--- src/rtl/card_shoe.sv ---
// card_shoe: single-deck blackjack card shoe.
// Ten rank bins (values 2..11) are drawn from by a free-running LFSR start
// pointer that walks forward to the first non-empty bin.
// Optional feature: define CARD_SHOE_CUT_EN to reshuffle once cards_left
// drops to CUT_LEVEL or below (casino cut card) instead of at empty.
module card_shoe #(
  parameter logic [7:0] SEED      = 8'hA5,
  parameter int         CUT_LEVEL = 12
) (
  input  logic       clk,
  input  logic       reset,
  input  logic       req,
  input  logic       shuffle,
  output logic [3:0] card,
  output logic [3:0] prev_card,
  output logic       card_valid,
  output logic       busy,
  output logic [5:0] cards_left,
  output logic       shuffled
);

  typedef enum logic [1:0] {
    IDLE    = 2'd0,
    SHUFFLE = 2'd1,
    SEARCH  = 2'd2,
    DELIVER = 2'd3
  } state_t;

  state_t     state_q, state_d;
  logic [7:0] lfsr_q, lfsr_d;
  logic [3:0] ptr_q, ptr_d;
  logic [3:0] start_bin;
  logic [4:0] cnt_q [10];
  logic [4:0] cnt_d [10];
  logic [5:0] left_q, left_d;
  logic       shuf_pend_q, shuf_pend_d;
  logic       req_pend_q, req_pend_d;
  logic [3:0] card_q, card_d;
  logic [3:0] prev_q, prev_d;
  logic       valid_q, valid_d;
  logic       busy_q, busy_d;
  logic       shuffled_q, shuffled_d;
  logic       need_reload;
  logic       bin_hit;

  // Bin 8 (value 10) holds ten/J/Q/K; every other rank holds four cards.
  function automatic logic [4:0] full_count(input int unsigned b);
    return (b == 32'd8) ? 5'd16 : 5'd4;
  endfunction

  // LFSR feedback, start-bin folding and reload condition.
  always_comb begin
    lfsr_d    = {lfsr_q[6:0], lfsr_q[7] ^ lfsr_q[5] ^ lfsr_q[4] ^ lfsr_q[3]};
    start_bin = (lfsr_q[3:0] < 4'd10) ? lfsr_q[3:0] : (lfsr_q[3:0] - 4'd6);
    bin_hit   = (cnt_q[ptr_q] != 5'd0);
`ifdef CARD_SHOE_CUT_EN
    need_reload = (left_q <= 6'(CUT_LEVEL));
`else
    need_reload = (left_q == 6'd0);
`endif
  end

  // State register.
  always_ff @(posedge clk) begin
    if (reset) begin
      state_q <= IDLE;
    end else begin
      state_q <= state_d;
    end
  end

  // Next-state and control: pending flags and bin pointer.
  always_comb begin
    state_d    = state_q;
    ptr_d      = ptr_q;
    req_pend_d = req_pend_q;
    // A shuffle arriving in any state is remembered; SHUFFLE consumes it.
    shuf_pend_d = (state_q == SHUFFLE) ? shuffle : (shuf_pend_q | shuffle);
    case (state_q)
      IDLE: begin
        // Shuffle input is honoured the same cycle so shuffle+req reloads first.
        if (shuffle || shuf_pend_q) begin
          state_d    = SHUFFLE;
          req_pend_d = req;
        end else if (req) begin
          if (need_reload) begin
            state_d    = SHUFFLE;
            req_pend_d = 1'b1;
          end else begin
            ptr_d   = start_bin;
            state_d = SEARCH;
          end
        end
      end
      SHUFFLE: begin
        req_pend_d = 1'b0;
        if (req_pend_q) begin
          ptr_d   = start_bin;
          state_d = SEARCH;
        end else begin
          state_d = IDLE;
        end
      end
      SEARCH: begin
        if (bin_hit) begin
          state_d = DELIVER;
        end else begin
          ptr_d = (ptr_q == 4'd9) ? 4'd0 : (ptr_q + 4'd1);
        end
      end
      DELIVER: begin
        state_d = IDLE;
      end
      default: begin
        state_d = IDLE;
      end
    endcase
  end

  // Output and datapath next values (counters, cards, pulses).
  always_comb begin
    card_d     = card_q;
    prev_d     = prev_q;
    valid_d    = 1'b0;
    shuffled_d = 1'b0;
    busy_d     = (state_d != IDLE);
    cnt_d      = cnt_q;
    left_d     = left_q;
    case (state_q)
      SHUFFLE: begin
        for (int unsigned b = 0; b < 10; b++) begin
          cnt_d[b] = full_count(b);
        end
        left_d     = 6'd52;
        shuffled_d = 1'b1;
      end
      SEARCH: begin
        if (bin_hit) begin
          cnt_d[ptr_q] = cnt_q[ptr_q] - 5'd1;
          left_d       = left_q - 6'd1;
        end
      end
      DELIVER: begin
        prev_d  = card_q;
        card_d  = ptr_q + 4'd2;
        valid_d = 1'b1;
      end
      default: begin
      end
    endcase
  end

  // Datapath and registered outputs.
  always_ff @(posedge clk) begin
    if (reset) begin
      lfsr_q      <= SEED;
      ptr_q       <= '0;
      left_q      <= 6'd52;
      shuf_pend_q <= 1'b0;
      req_pend_q  <= 1'b0;
      card_q      <= '0;
      prev_q      <= '0;
      valid_q     <= 1'b0;
      busy_q      <= 1'b0;
      shuffled_q  <= 1'b0;
      for (int unsigned b = 0; b < 10; b++) begin
        cnt_q[b] <= full_count(b);
      end
    end else begin
      lfsr_q      <= lfsr_d;
      ptr_q       <= ptr_d;
      left_q      <= left_d;
      shuf_pend_q <= shuf_pend_d;
      req_pend_q  <= req_pend_d;
      card_q      <= card_d;
      prev_q      <= prev_d;
      valid_q     <= valid_d;
      busy_q      <= busy_d;
      shuffled_q  <= shuffled_d;
      for (int unsigned b = 0; b < 10; b++) begin
        cnt_q[b] <= cnt_d[b];
      end
    end
  end

  assign card       = card_q;
  assign prev_card  = prev_q;
  assign card_valid = valid_q;
  assign busy       = busy_q;
  assign cards_left = left_q;
  assign shuffled   = shuffled_q;

endmodule

--- config.mk ---
export PLATFORM = sky130hd
export DESIGN_NAME = card_shoe
export DESIGN_NICKNAME = d
export VERILOG_FILES = /design/src/rtl/card_shoe.sv
export SDC_FILE = /design/constraint.sdc
export NUM_CORES = 1
export LEC_CHECK = 0
export CAP_MARGIN = 40
export CORE_AREA = 2 2 120 122
export DETAILED_ROUTE_END_ITERATION = 6
export DIE_AREA = 0 0 122 124
export GPL_TIMING_DRIVEN = 0
export HOLD_SLACK_MARGIN = 0.1
export PLACE_DENSITY_LB_ADDON = 0.08
export SLEW_MARGIN = 15
export SYNTH_ARGS = -nofsm -noshare
export SYNTH_HDL_FRONTEND = slang
export SYNTH_SLANG_ARGS = --single-unit
--- constraint.sdc ---
create_clock -name clk -period 7.3 [get_ports clk]
set_input_delay 0.73 -clock clk [delete_from_list [all_inputs] [get_ports clk]]
set_output_delay 0.73 -clock clk [all_outputs]
set_load 0.01 [all_outputs]
==> Word level (Yosys, flattened, before mapping) <==
Index checks and enable logic that the tools add are counted.
{ "word_totals": {"ff_bits": 83, "input_bits": 4, "output_inout_bits": 17, "wordCells": 89} }
{ "classes": {"addsub": 5, "n_lt_le_gt_ge": 3, "eq_ne": 12, "mux": 31, "n_bitwise": 5, "n_reduce_logical": 12} }
{ "ops": {"columns": ["op", "count"], "rows": [
  ["one-hot mux 50 bit (2 select lines)", 1],
  ["bitwise mux 50 bit", 1],
  ["two-way mux 50 bit", 1],
  ["two-way mux 4 bit", 7],
  ["binary-select mux 5 bit (select 4 bit)", 1],
  ["demux 5 bit (select 4 bit)", 1],
  ["two-way mux 5 bit", 3],
  ["inequality test 2 bit, second input constant", 6],
  ["one-hot mux 4 bit (3 select lines)", 1],
  ["one-hot mux 6 bit (2 select lines)", 1],
  ["two-way mux 2 bit", 5],
  ["one-hot mux 2 bit (4 select lines)", 1],
  ["logical NOT 6 bit", 1],
  ["two-way mux 1 bit", 6],
  ["two-way mux 6 bit", 1],
  ["inequality test 3 bit, second input constant", 2],
  ["AND reduction 6 bit", 1],
  ["nonzero test 2 bit", 3],
  ["subtractor 6 x 1 -> 6 bit, second input constant", 1],
  [">= comparator 5 bit, second input constant", 1],
  ["< comparator 5 x 1 -> 1 bit, second input constant", 1],
  ["NOT 4 -> 5 bit", 1],
  ["nonzero test 5 bit", 1],
  ["subtractor 5 x 1 -> 5 bit, second input constant", 1],
  ["16 further kinds", 19]
]} }

==> Logic depth before layout (Yosys ltp) <==
{ "logic_depth": {"depth_word": 8, "depth_mapped": 12, "depth_no_buf": 9} }

==> Worst setup path after synthesis <==
OpenSTA, ideal clock, no wires.
{ "synth_path": {"kind": "register to register", "startpoint": "register ptr_q[0]", "endpoint": "register ptr_q[3]", "setup_ns": 0.122, "arrival_ns": 3.014, "required_ns": 7.178, "path_slack_ns": 4.164, "stages_incl_launch_ff": 11, "n_path_buf": 3, "period_less_slack_ns": 3.136, "cell_sequence": "dfxtp_1 > buf_2 > buf_4 > mux4_2 > a211oi_1 > ha_1 > inv_1 > a311oi_1 > a31oi_4 > buf_6 > o311a_1"} }
{ "synth_between": {"elab_chain_cells": 7, "word_cells_on_any_way": 12, "cone_classes": "add/sub (1); eq/ne (2); mux (6); bitwise (1); reduce/logical (2)"} }
{ "synth_rtl": {"columns": ["element", "line", "rtl"], "rows": [
  ["start, declared", "31", "logic [3:0] ptr_q, ptr_d;"],
  ["start signal, assigned", "171", "ptr_q <= ptr_d;"],
  ["NOT 4 -> 5 bit (not written as such)", "55", "bin_hit = (cnt_q[ptr_q] != 5'd0);"],
  ["binary-select mux 5 bit (select 4 bit)", "55", null],
  ["two-way mux 5 bit (not written as such) (2 in series)", "55", null],
  ["nonzero test 5 bit", "55", null],
  ["inequality test 2 bit (no line)", null, null],
  ["AND reduction 6 bit (no line)", null, null]
]} }
Several ways; a longest one is shown, not always the timed one. The select of a mux whose other input is x is not followed.
A chain may end at the register's enable or synchronous reset.

==> Worst setup path after layout <==
{ "layout_path": {"startpoint": "register ptr_q[0]", "endpoint": "register cnt_q[48] (netlist name)"} }
{ "layout_between": {"elab_chain_cells": 8, "word_cells_on_any_way": 16, "cone_classes": "add/sub (1); order compare (2); eq/ne (1); mux (8); bitwise (1); reduce/logical (3)"} }
{ "layout_rtl": {"columns": ["element", "line", "rtl"], "rows": [
  ["NOT 4 -> 5 bit (not written as such) *", "55, 139", null],
  ["binary-select mux 5 bit (select 4 bit), or another cell as far along", "55, 139", null],
  ["two-way mux 5 bit (not written as such) / logical AND 1 bit (equally long branches)", "55, 139", null],
  ["two-way mux 5 bit (on tied branches)", "55, 139", null],
  ["subtractor 5 x 1 -> 5 bit / demux 5 bit (select 4 bit) (equally long branches)", "139", "cnt_d[ptr_q] = cnt_q[ptr_q] - 5'd1;"],
  ["bitwise mux 50 bit", "139", null],
  ["two-way mux 50 bit", "138", "if (bin_hit) begin"],
  ["one-hot mux 50 bit (2 select lines)", "129", "case (state_q)"],
  ["end signal, assigned by index", "167", "cnt_q[b] <= full_count(b);"],
  ["end signal, assigned by index", "181", "cnt_q[b] <= cnt_d[b];"],
  ["end, declared", "33", "logic [4:0] cnt_q [10];"]
]} }
Mark *: on every way between the ends. The rest lies on a longest branch, timed or not. The select of a mux whose other input is x is not followed.

==> flow_summary_export.csv <==
group,metric,value,unit
clock_tree,ctsLongestPathBuffers,2,
worst_setup_path,path_buf_inv,3,
timing,setup_violations,0,
clock_tree,clkLatencyLatePin,0.35,ns
pwr,power_density,284,nW/um2
floorplanning,die_x,122,um
timing,worst_pin_slew,0.762,ns
route,wl_per_cell,19.6,um
floorplanning,row_count,43,
global_routing,grt.total_usage,18.4,%
clock_tree,cts_tree,"built",
worst_setup_path,crit_fanout,10,
floorplanning,dieArea,15100,um2
logic_synthesis,synth_common_cells,"dfxtp_1, nand2_1, nor2_1, a21oi_1, mux2i_1",
floorplanning,coreArea,13700,um2
floorplanning,die_y,124,um
timing,rsz0062_at_grt,"no",
route,first_pass_iters,5,
timing,final.period_utilization,55.3,%
logic_synthesis,postSynthCellCount,457,
place,dp_hpwl,9770,um
logic_synthesis,synth-compound-area-share,22.7,%
place,io_buffers,19,
logic_synthesis,syn_area_per_cell,8.96,um2
logic_synthesis,netlist_top_cells_area,"dfxtp_1, mux2i_1, nand2_1",
clock_tree,cts_resized,0,
worst_setup_path,cp_num_cells,10,
route,vias,3612,
worst_setup_path,r2r_slack,3.26,ns
clock_tree,ctsHoldBuffers,0,
logic_synthesis,muxShareOfSynthArea,11.2,%
run,drv_cap,0,
timing,fmax,248,MHz
logic_synthesis,synth_edf_count,0,
logic_synthesis,yosys_most_used_dff,"dfxtp_1",
logic_synthesis,yosysMostFrequentCell,"dfxtp_1",
timing,whs,0.411,ns
timing,drv_slew,0,
worst_setup_path,rr_endpoint,"cnt_q[48]$_SDFFE_PP0P_",
timing,clock_skew,0.00684,ns
logic_synthesis,async_flop_share,0,%
worst_setup_path,cp.required,7.50,ns
logic_synthesis,synth_top_family_by_area,"compound AO/OA/AOI/OAI gates",
global_routing,antenna_found_initial,0,
clock_tree,cts_root_buf,"clkbuf_16",
clock_tree,clock_sinks,83,
worst_setup_path,r2r_start,"ptr_q[0]$_SDFFE_PP0P_",
worst_setup_path,crit_type,"reg2reg",
logic_synthesis,synth-xor-area-share,1.07,%
worst_setup_path,crit_start,"ptr_q[0]$_SDFFE_PP0P_",
global_routing,grt_pass1_vias,3396,
worst_setup_path,worstPathCellList,"buf_2, buf_4, mux4_2, a211oi_1, ha_1, inv_1, a311oi_1, nand2_1, a31oi_1, o21ai_0",
route,drt_iter0_markers,212,
worst_setup_path,crit_path_top_delay_cell,"a31oi_1",
route,ant_nets,0,
route,via_per_inst,5.37,
logic_synthesis,synthSimpleGateAreaFrac,18.3,%
worst_setup_path,worst_setup_path_start_kind,"flip-flop",
final_layout,antenna_cells,0,
worst_setup_path,end_kind,"flip-flop",
logic_synthesis,synth_fp_nets,467,
final_layout,fillerInstances,1433,
worst_setup_path,cp-endpoint,"cnt_q[48]$_SDFFE_PP0P_",
clock_tree,post_cts_buffers,0,
worst_setup_path,path_delay_family,"compound AO/OA/AOI/OAI gates",
timing,tns,0,ns
logic_synthesis,yosysSeqAreaShare,40.6,%
final_layout,area_growth,17.9,%
pwr,irDropWorstVdd,0.115,mV
min_path,hold_class,"reg2reg",
timing,slew_headroom,49.0,%
route,post-route-drc-count,0,
final_layout,drive_gt1_share,10.5,%
clock_tree,cts-htree-levels,3,
place,post-place-cells,656,
logic_synthesis,yosysTopAreaCellShare,40.6,%
global_routing,grt_overflow,0,
logic_synthesis,ys_types,65,
global_routing,grt_pass1_wl,20200,um
clock_tree,clkTransAtPathRegs,0.06,ns
worst_setup_path,slowest_delay,0.63,ns
logic_synthesis,synthAdderAreaFrac,1.83,%
place,gp_congestion,0.868,
timing,finalHoldViolations,0,
clock_tree,cts_inserted_buffers,9,
final_layout,layout.cells.non_filler,673,
floorplanning,start_util,29.8,%
worst_setup_path,r2r_cells,10,
logic_synthesis,synth_top_cell_by_area,"dfxtp_1",
final_layout,fin_nets,498,
logic_synthesis,yosys_register_bits,83,
global_routing,grt_max_degree,14,
floorplanning,ioPinCount,21,
worst_setup_path,crit_arrival,4.24,ns
route,drt_wl_total,13200,um
logic_synthesis,synth_area,4090,um2
timing,min_period,4.04,ns
logic_synthesis,yosysWarnings,0,
pwr,p_leak,1.67,nW
run_status,outcome,"finished clean",
final cells by class:
cell class | count | area (um2) | area share, %
timing repair buffer | 20 | 195 | 4.04
clock inverter | 4 | 47.5 | 0.985
tap | 180 | 225 | 4.66
sequential | 83 | 1660 | 34.4
inverter | 10 | 37.5 | 0.777
multi-input combinational | 337 | 2250 | 46.7
buffer | 27 | 140 | 2.90
clock buffer | 12 | 267 | 5.52
cell families (layout without fill, tap and decap cells):
kind of cell	after synthesis	after routing
buffers and inverters	37	73
AO/OA/AOI/OAI	127	127
adder cells (fa/ha/maj)	6	6
flip-flops	83	83
multiplexers	41	41
AND/OR/NAND/NOR	158	158
XOR/XNOR	5	5
cell usage in the layout (no fill, tap or decap), drive strengths merged, types with 4 or more instances in the layout:
master / count
dfxtp: 83
nand2: 48
nor2: 43
mux2i: 31
a21oi: 31
clkbuf: 28
o21ai: 22
clkdlybuf4s50: 19
o211ai: 18
nand3: 14
nor3: 12
buf: 12
a32o: 9
o311ai: 9
inv: 8
nor2b: 8
o31ai: 8
mux2: 7
or2: 7
or3: 6
ha: 6
a31oi: 6
and2: 4
a211oi: 4
clkinv: 4
worst reg2reg max path: cells and delay by family, from the launching register on:
| family | cells | cell delay [ns] |
|---|---|---|
| buffers and inverters | 3 | 0.62 |
| multiplexers | 1 | 0.53 |
| AND/OR/NAND/NOR | 1 | 0.12 |
| adder cells (fa/ha/maj) | 1 | 0.28 |
| flip-flops | 1 | 0.36 |
| AO/OA/AOI/OAI | 4 | 2.00 |
routing by layer:
| layer | GRT usage [%] | part of all wire, % | vias up |
|---|---|---|---|
| li1 | - | - | 1751 |
| met1 | 24.5 | 47 | 1732 |
| met2 | 29.5 | 46 | 108 |
| met3 | 3.43 | 4.7 | 21 |
| met4 | 7.40 | 2.3 | 0 |
| met5 | 0 | 0 | - |
stage by stage:
step,cell area (um2),power [mW],util [%],worst slack [ns]
final,4830,1.37,35.2,3.26
after global routing,4830,1.43,35.2,2.98
after CTS,4820,1.38,35.2,3.29
after detailed placement,4510,0.892,32.9,3.31
after global placement,4510,0.894,32.9,3.34
after floorplan,4090,0.762,-,4.16
worst min path at each step:
stage	from	to	slack (ns)	depth (start not counted)
finish	lfsr_q[6]$_SDFF_PP0_	lfsr_q[7]$_SDFF_PP1_	0.41	1
global route	lfsr_q[6]$_SDFF_PP0_	lfsr_q[7]$_SDFF_PP1_	0.43	1
CTS	lfsr_q[6]$_SDFF_PP0_	lfsr_q[7]$_SDFF_PP1_	0.41	1
detailed placement	lfsr_q[6]$_SDFF_PP0_	lfsr_q[7]$_SDFF_PP1_	0.40	1
global placement	lfsr_q[6]$_SDFF_PP0_	lfsr_q[7]$_SDFF_PP1_	0.39	1
floorplan	lfsr_q[6]$_SDFF_PP0_	lfsr_q[7]$_SDFF_PP1_	0.39	1
registers in the layout, summed over array words and instances, names as in the netlist:
signal,cells
req_pend_q,1
shuffled,1
lfsr_q,8
card_valid,1
busy,1
cards_left,6
prev_card,4
shuf_pend_q,1
card,4
ptr_q,4
cnt_q,50
state_q,2
power breakdown:
part / switching (mW) / total [mW] / internal (mW) / leakage [nW]
combinational: 0.269 / 0.392 / 0.123 / 0.846
clock: 0.191 / 0.483 / 0.292 / 0.155
sequential: 0.0181 / 0.494 / 0.476 / 0.674
(Power assumes the default switching activity.)
==> edit 1 (same flow settings) <==
The output `busy` loses its register stage (`busy_q` becomes a continuous assignment).
--- a/src/rtl/card_shoe.sv
+++ b/src/rtl/card_shoe.sv
@@ -163,3 +163,2 @@
       valid_q     <= 1'b0;
-      busy_q      <= 1'b0;
       shuffled_q  <= 1'b0;
@@ -177,3 +176,2 @@
       valid_q     <= valid_d;
-      busy_q      <= busy_d;
       shuffled_q  <= shuffled_d;
@@ -184,2 +182,4 @@
   end
+
+  assign busy_q = busy_d;
 
Behaviour: not the same (Yosys sat finds a counterexample within 4 cycles, from zero or initial values and one cycle with reset high).
==> edit 1 against the unedited design <==
  * Global-route usage grew 0.53 points
  * Setup slack lost 0.28 ns
  * Cell area grew 2.8%
  * Sequential cell count shrank 1
  * Wire length grew 2.4%
  * Synthesized area grew 2.8%
  * Combinational power shrank 39%
  * Power shrank 10%
  * Largest power group is now clock
==> edit 1: results (changes against the unedited design) <==
The part of the power in the clock network came to 42.1% (+6.8 points). The net count of the mapped netlist is 487 (+4.3%). The sum of met3 wire segment lengths after detailed routing is 620 microns (-0.48%). The total length of routed met2 wires came to 6210 microns (+2.6%). The largest stage delay on the critical path came out at 0.47 ns (-0.16 ns).

The placed cell count is 676 (+3.0%). The detailed-route wire length per cell came out at 19.5 microns (-0.37%). The signal arrival time at the worst endpoint came out at 4.60 ns (+0.36 ns). The met2 usage in global routing is 29.5% (+0.070 points). The total global-route track usage came out at 18.9% (+0.53 points).

The final-layout fill cell count came out at 1418 (-1.0%). The slowest stage of the critical path belongs to the cell nand3_1. The power of the combinational group came out at 0.238 mW (-39%). The cell area after placement came out at 4620 sq um (+2.5%). The number of cells in the finished layout apart from fillers is 692 (+2.8%).

Tracing the worst setup path back leads to its startpoint at ptr_q[1]$_SDFFE_PP0P_. The commonest cells after synthesis are dfxtp_1, nand2_1, nor2_1, mux2i_1, a21oi_1. The critical path capture point is cnt_q[6]$_SDFFE_PP0P_. The part of the power in registers is 38.5% (+2.4 points).

The worst path setup slack after routing is 2.98 ns (-0.284 ns). Of all power groups, the one with the highest power is clock. The final net count came out at 517 (+3.8%).

The post-placement worst setup slack is 3.02 ns (-0.284 ns). The final clock skew is 0.0103 ns (+0.00349 ns). The average instance area after synthesis came to 8.82 sq um (-1.5%).

The run finished with clean final reports. The number of global-route vias before repair came out at 3608 (+6.2%).
==> edit 1: how the worst min path moves through the flow <==
stage                         startpoint                    to  slack (ns)  depth (start not counted)
finish              lfsr_q[6]$_SDFF_PP0_  lfsr_q[7]$_SDFF_PP1_        0.42                          1
detailed placement  lfsr_q[6]$_SDFF_PP0_  lfsr_q[7]$_SDFF_PP1_        0.40                          1
floorplan           lfsr_q[6]$_SDFF_PP0_  lfsr_q[7]$_SDFF_PP1_        0.39                          1
global placement    lfsr_q[6]$_SDFF_PP0_  lfsr_q[7]$_SDFF_PP1_        0.39                          1
global route        lfsr_q[6]$_SDFF_PP0_  lfsr_q[7]$_SDFF_PP1_        0.43                          1
CTS                 lfsr_q[6]$_SDFF_PP0_  lfsr_q[7]$_SDFF_PP1_        0.42                          1
==> edit 1: critical path, delay by kind of cell, from the launching register on <==
family	cells	cell delay, ns
multiplexers	2	0.47
flip-flops	1	0.35
AO/OA/AOI/OAI	3	0.96
adder cells (fa/ha/maj)	1	0.26
buffers and inverters	4	1.27
AND/OR/NAND/NOR	2	0.92
==> edit 1: kinds of logic (layout without fill, tap and decap cells) <==
group,after synthesis,count (layout),share of synthesized area [%]
adders and majority gates,6,6,1.78
DFF,82,82,39.0
xor gates and xnor gates,6,6,1.25
AOI/OAI and AO/OA,124,124,21.8
buffers and inverters,42,77,5.05
muxes,40,40,10.4
and+or+nand+nor,177,177,20.6
==> edit 1: area by class of cell <==
class,instances,area share [%]
Timing Repair Buffer,19,3.83
Buffer,36,3.83
Clock inverter,4,1.46
Multi-Input combinational cell,353,47.4
Clock buffer,12,5.37
Inverter,6,0.454
Tap cell,180,4.54
Sequential cell,82,33.1
==> edit 2 (config.mk and constraints unchanged) <==
Without the edit above. Build with the macro `CARD_SHOE_CUT_EN` defined.
--- a/src/rtl/card_shoe.sv
+++ b/src/rtl/card_shoe.sv
@@ -5,2 +5,4 @@
 // drops to CUT_LEVEL or below (casino cut card) instead of at empty.
+`define CARD_SHOE_CUT_EN
+
 module card_shoe #(
Formal check against the unedited RTL: no difference found for any inputs over 10 cycles, from zero or initial values and one cycle with reset high; that may be too few to reach the edited logic, so the function may still have changed.
==> edit 2 against the unedited design <==
  * Wire length decreased by 6.2%
  * Count of clock-buffer cells in the layout decreased by 2
  * Cell area decreased by 2.1%
  * Sequential cell count unchanged
  * Non-clock buffer count unchanged
  * Worst hold slack got worse by 0.0024 ns
  * Via count decreased by 7.8%
  * Synthesized area decreased by 2.2%
  * Setup slack improved by 0.35 ns
  * First-iteration DRC count increased by 4.2%
  * Utilization decreased by 0.74 points
  * Critical path type unchanged
  * Critical endpoint is now ptr_q[0]$_SDFFE_PP0P_
Power is not compared: it rests on default switching activity, and its combinational part moved more than twofold at a synthesized area within 25%.
==> edit 2: results (changes against the unedited design) <==
The slew at the pin closest to its max-slew limit was 0.746 ns (-0.0155 ns). The number of global-route vias before repair is 3289 (-3.2%). The commonest cells after synthesis are dfxtp_1, nand2_1, nor2_1, mux2i_1, a21oi_1. The total iterations of the first detailed-routing run is 4 (-1). The number of clock buffer instances in the layout came out at 10 (-2). The source of the worst register-to-register timing path is ptr_q[1]$_SDFFE_PP0P_.

The number of buffer cells added on primary ports came out at 20 (+1). The final routed wirelength across all metal layers is 12400 microns (-6.2%). The cell area after placement came out at 4430 sq um (-1.7%). On the critical path, the stage with the largest delay is an instance of a221oi_1. The count of unique library cells instantiated by Yosys is 64 (-1.5%). The final clock skew came out at 0.0117 ns (+0.00489 ns). The count of cells along the worst register-to-register path came out at 11 (+1).

The via-per-instance ratio came out at 5.07 (-5.6%). The net count of the mapped netlist came out at 449 (-3.9%). By area the synthesized netlist is led by dfxtp_1, mux2i_1, nand2_1, a22o_1, a21oi_1.

The initial detailed-routing violation count is 221 (+4.2%). The total global-route track usage came to 17.4% (-1.0 points). The cell count after synthesis is 440 (-3.7%). The endpoint identified for the worst register-to-register timing path is ptr_q[0]$_SDFFE_PP0P_.

The final net count was 481 (-3.4%). The non-clock inverter instance count of the final layout is 8 (-2). The worst hold slack after final layout came to 0.409 ns (-0.00240 ns). The final-layout fill cell count came to 1451 (+1.3%). The post-synthesis sequential area ratio is 41.5% (+0.93 points). The first-pass GRT wire length is 19400 microns (-4.3%).

The total power consumption of the routed design is between 1 and 1.5 mW. The proportion of layout cells with a drive suffix above 1 came out at 11.1% (+0.56 points). The non-clock buffer area fraction after layout came out at 6.96% (+0.017 points). The number of multi-input logic gates came out at 323 (-4.2%). The largest stage delay on the critical path is 0.50 ns (-0.13 ns). The post-placement worst setup slack is 3.63 ns (+0.326 ns).

The sequential fraction of total cell area is 35.2% (+0.74 points). The flow ran to the end, and the final reports show no timing, DRC or antenna violations. The growth of design area from synthesis to finish is 18.1%. The detailed placement HPWL is 8860 microns (-9.2%).
edit 2: cell types whose count changed after synthesis, moves of 5 or more:
cell / change
a22o_1: +18
a32o_1: -7
nand2b_1: +5
nand3_1: -7
nor2b_1: +7
o211ai_1: -15
o311ai_0: -5
edit 2: worst max-delay path by stage:
| stage | start | endpoint | slack (ns) | cells past startpoint |
|---|---|---|---|---|
| 2_1_floorplan | ptr_q[1]$_SDFFE_PP0P_ | cnt_q[4]$_SDFFE_PP0P_ | 4.39 | 11 |
| 3_3_place_gp | ptr_q[1]$_SDFFE_PP0P_ | ptr_q[0]$_SDFFE_PP0P_ | 3.62 | 11 |
| 3_5_place_dp | ptr_q[1]$_SDFFE_PP0P_ | ptr_q[0]$_SDFFE_PP0P_ | 3.63 | 11 |
| 4_1_cts | ptr_q[1]$_SDFFE_PP0P_ | ptr_q[0]$_SDFFE_PP0P_ | 3.62 | 11 |
| 5_1_grt | ptr_q[1]$_SDFFE_PP0P_ | ptr_q[0]$_SDFFE_PP0P_ | 3.34 | 11 |
| 6_report | ptr_q[1]$_SDFFE_PP0P_ | ptr_q[0]$_SDFFE_PP0P_ | 3.61 | 11 |
edit 2: routing by layer:
layer  routed length [microns]  GRT usage, %  up-vias
li1                          -             -     1653
met1                      6020          23.9     1618
met2                      5810          28.0       50
met3                       455          3.30        9
met4                        95          4.81        0
met5                         0             0        -
edit 2: logic make-up after synthesis:
logic type / Yosys count / synth area share, %
fa+ha+maj: 5 / 1.56
buf+inv: 34 / 3.84
mux: 40 / 11.1
flops: 83 / 41.5
compound gates: 115 / 20.5
simple gates: 156 / 19.9
xor+xnor: 7 / 1.53
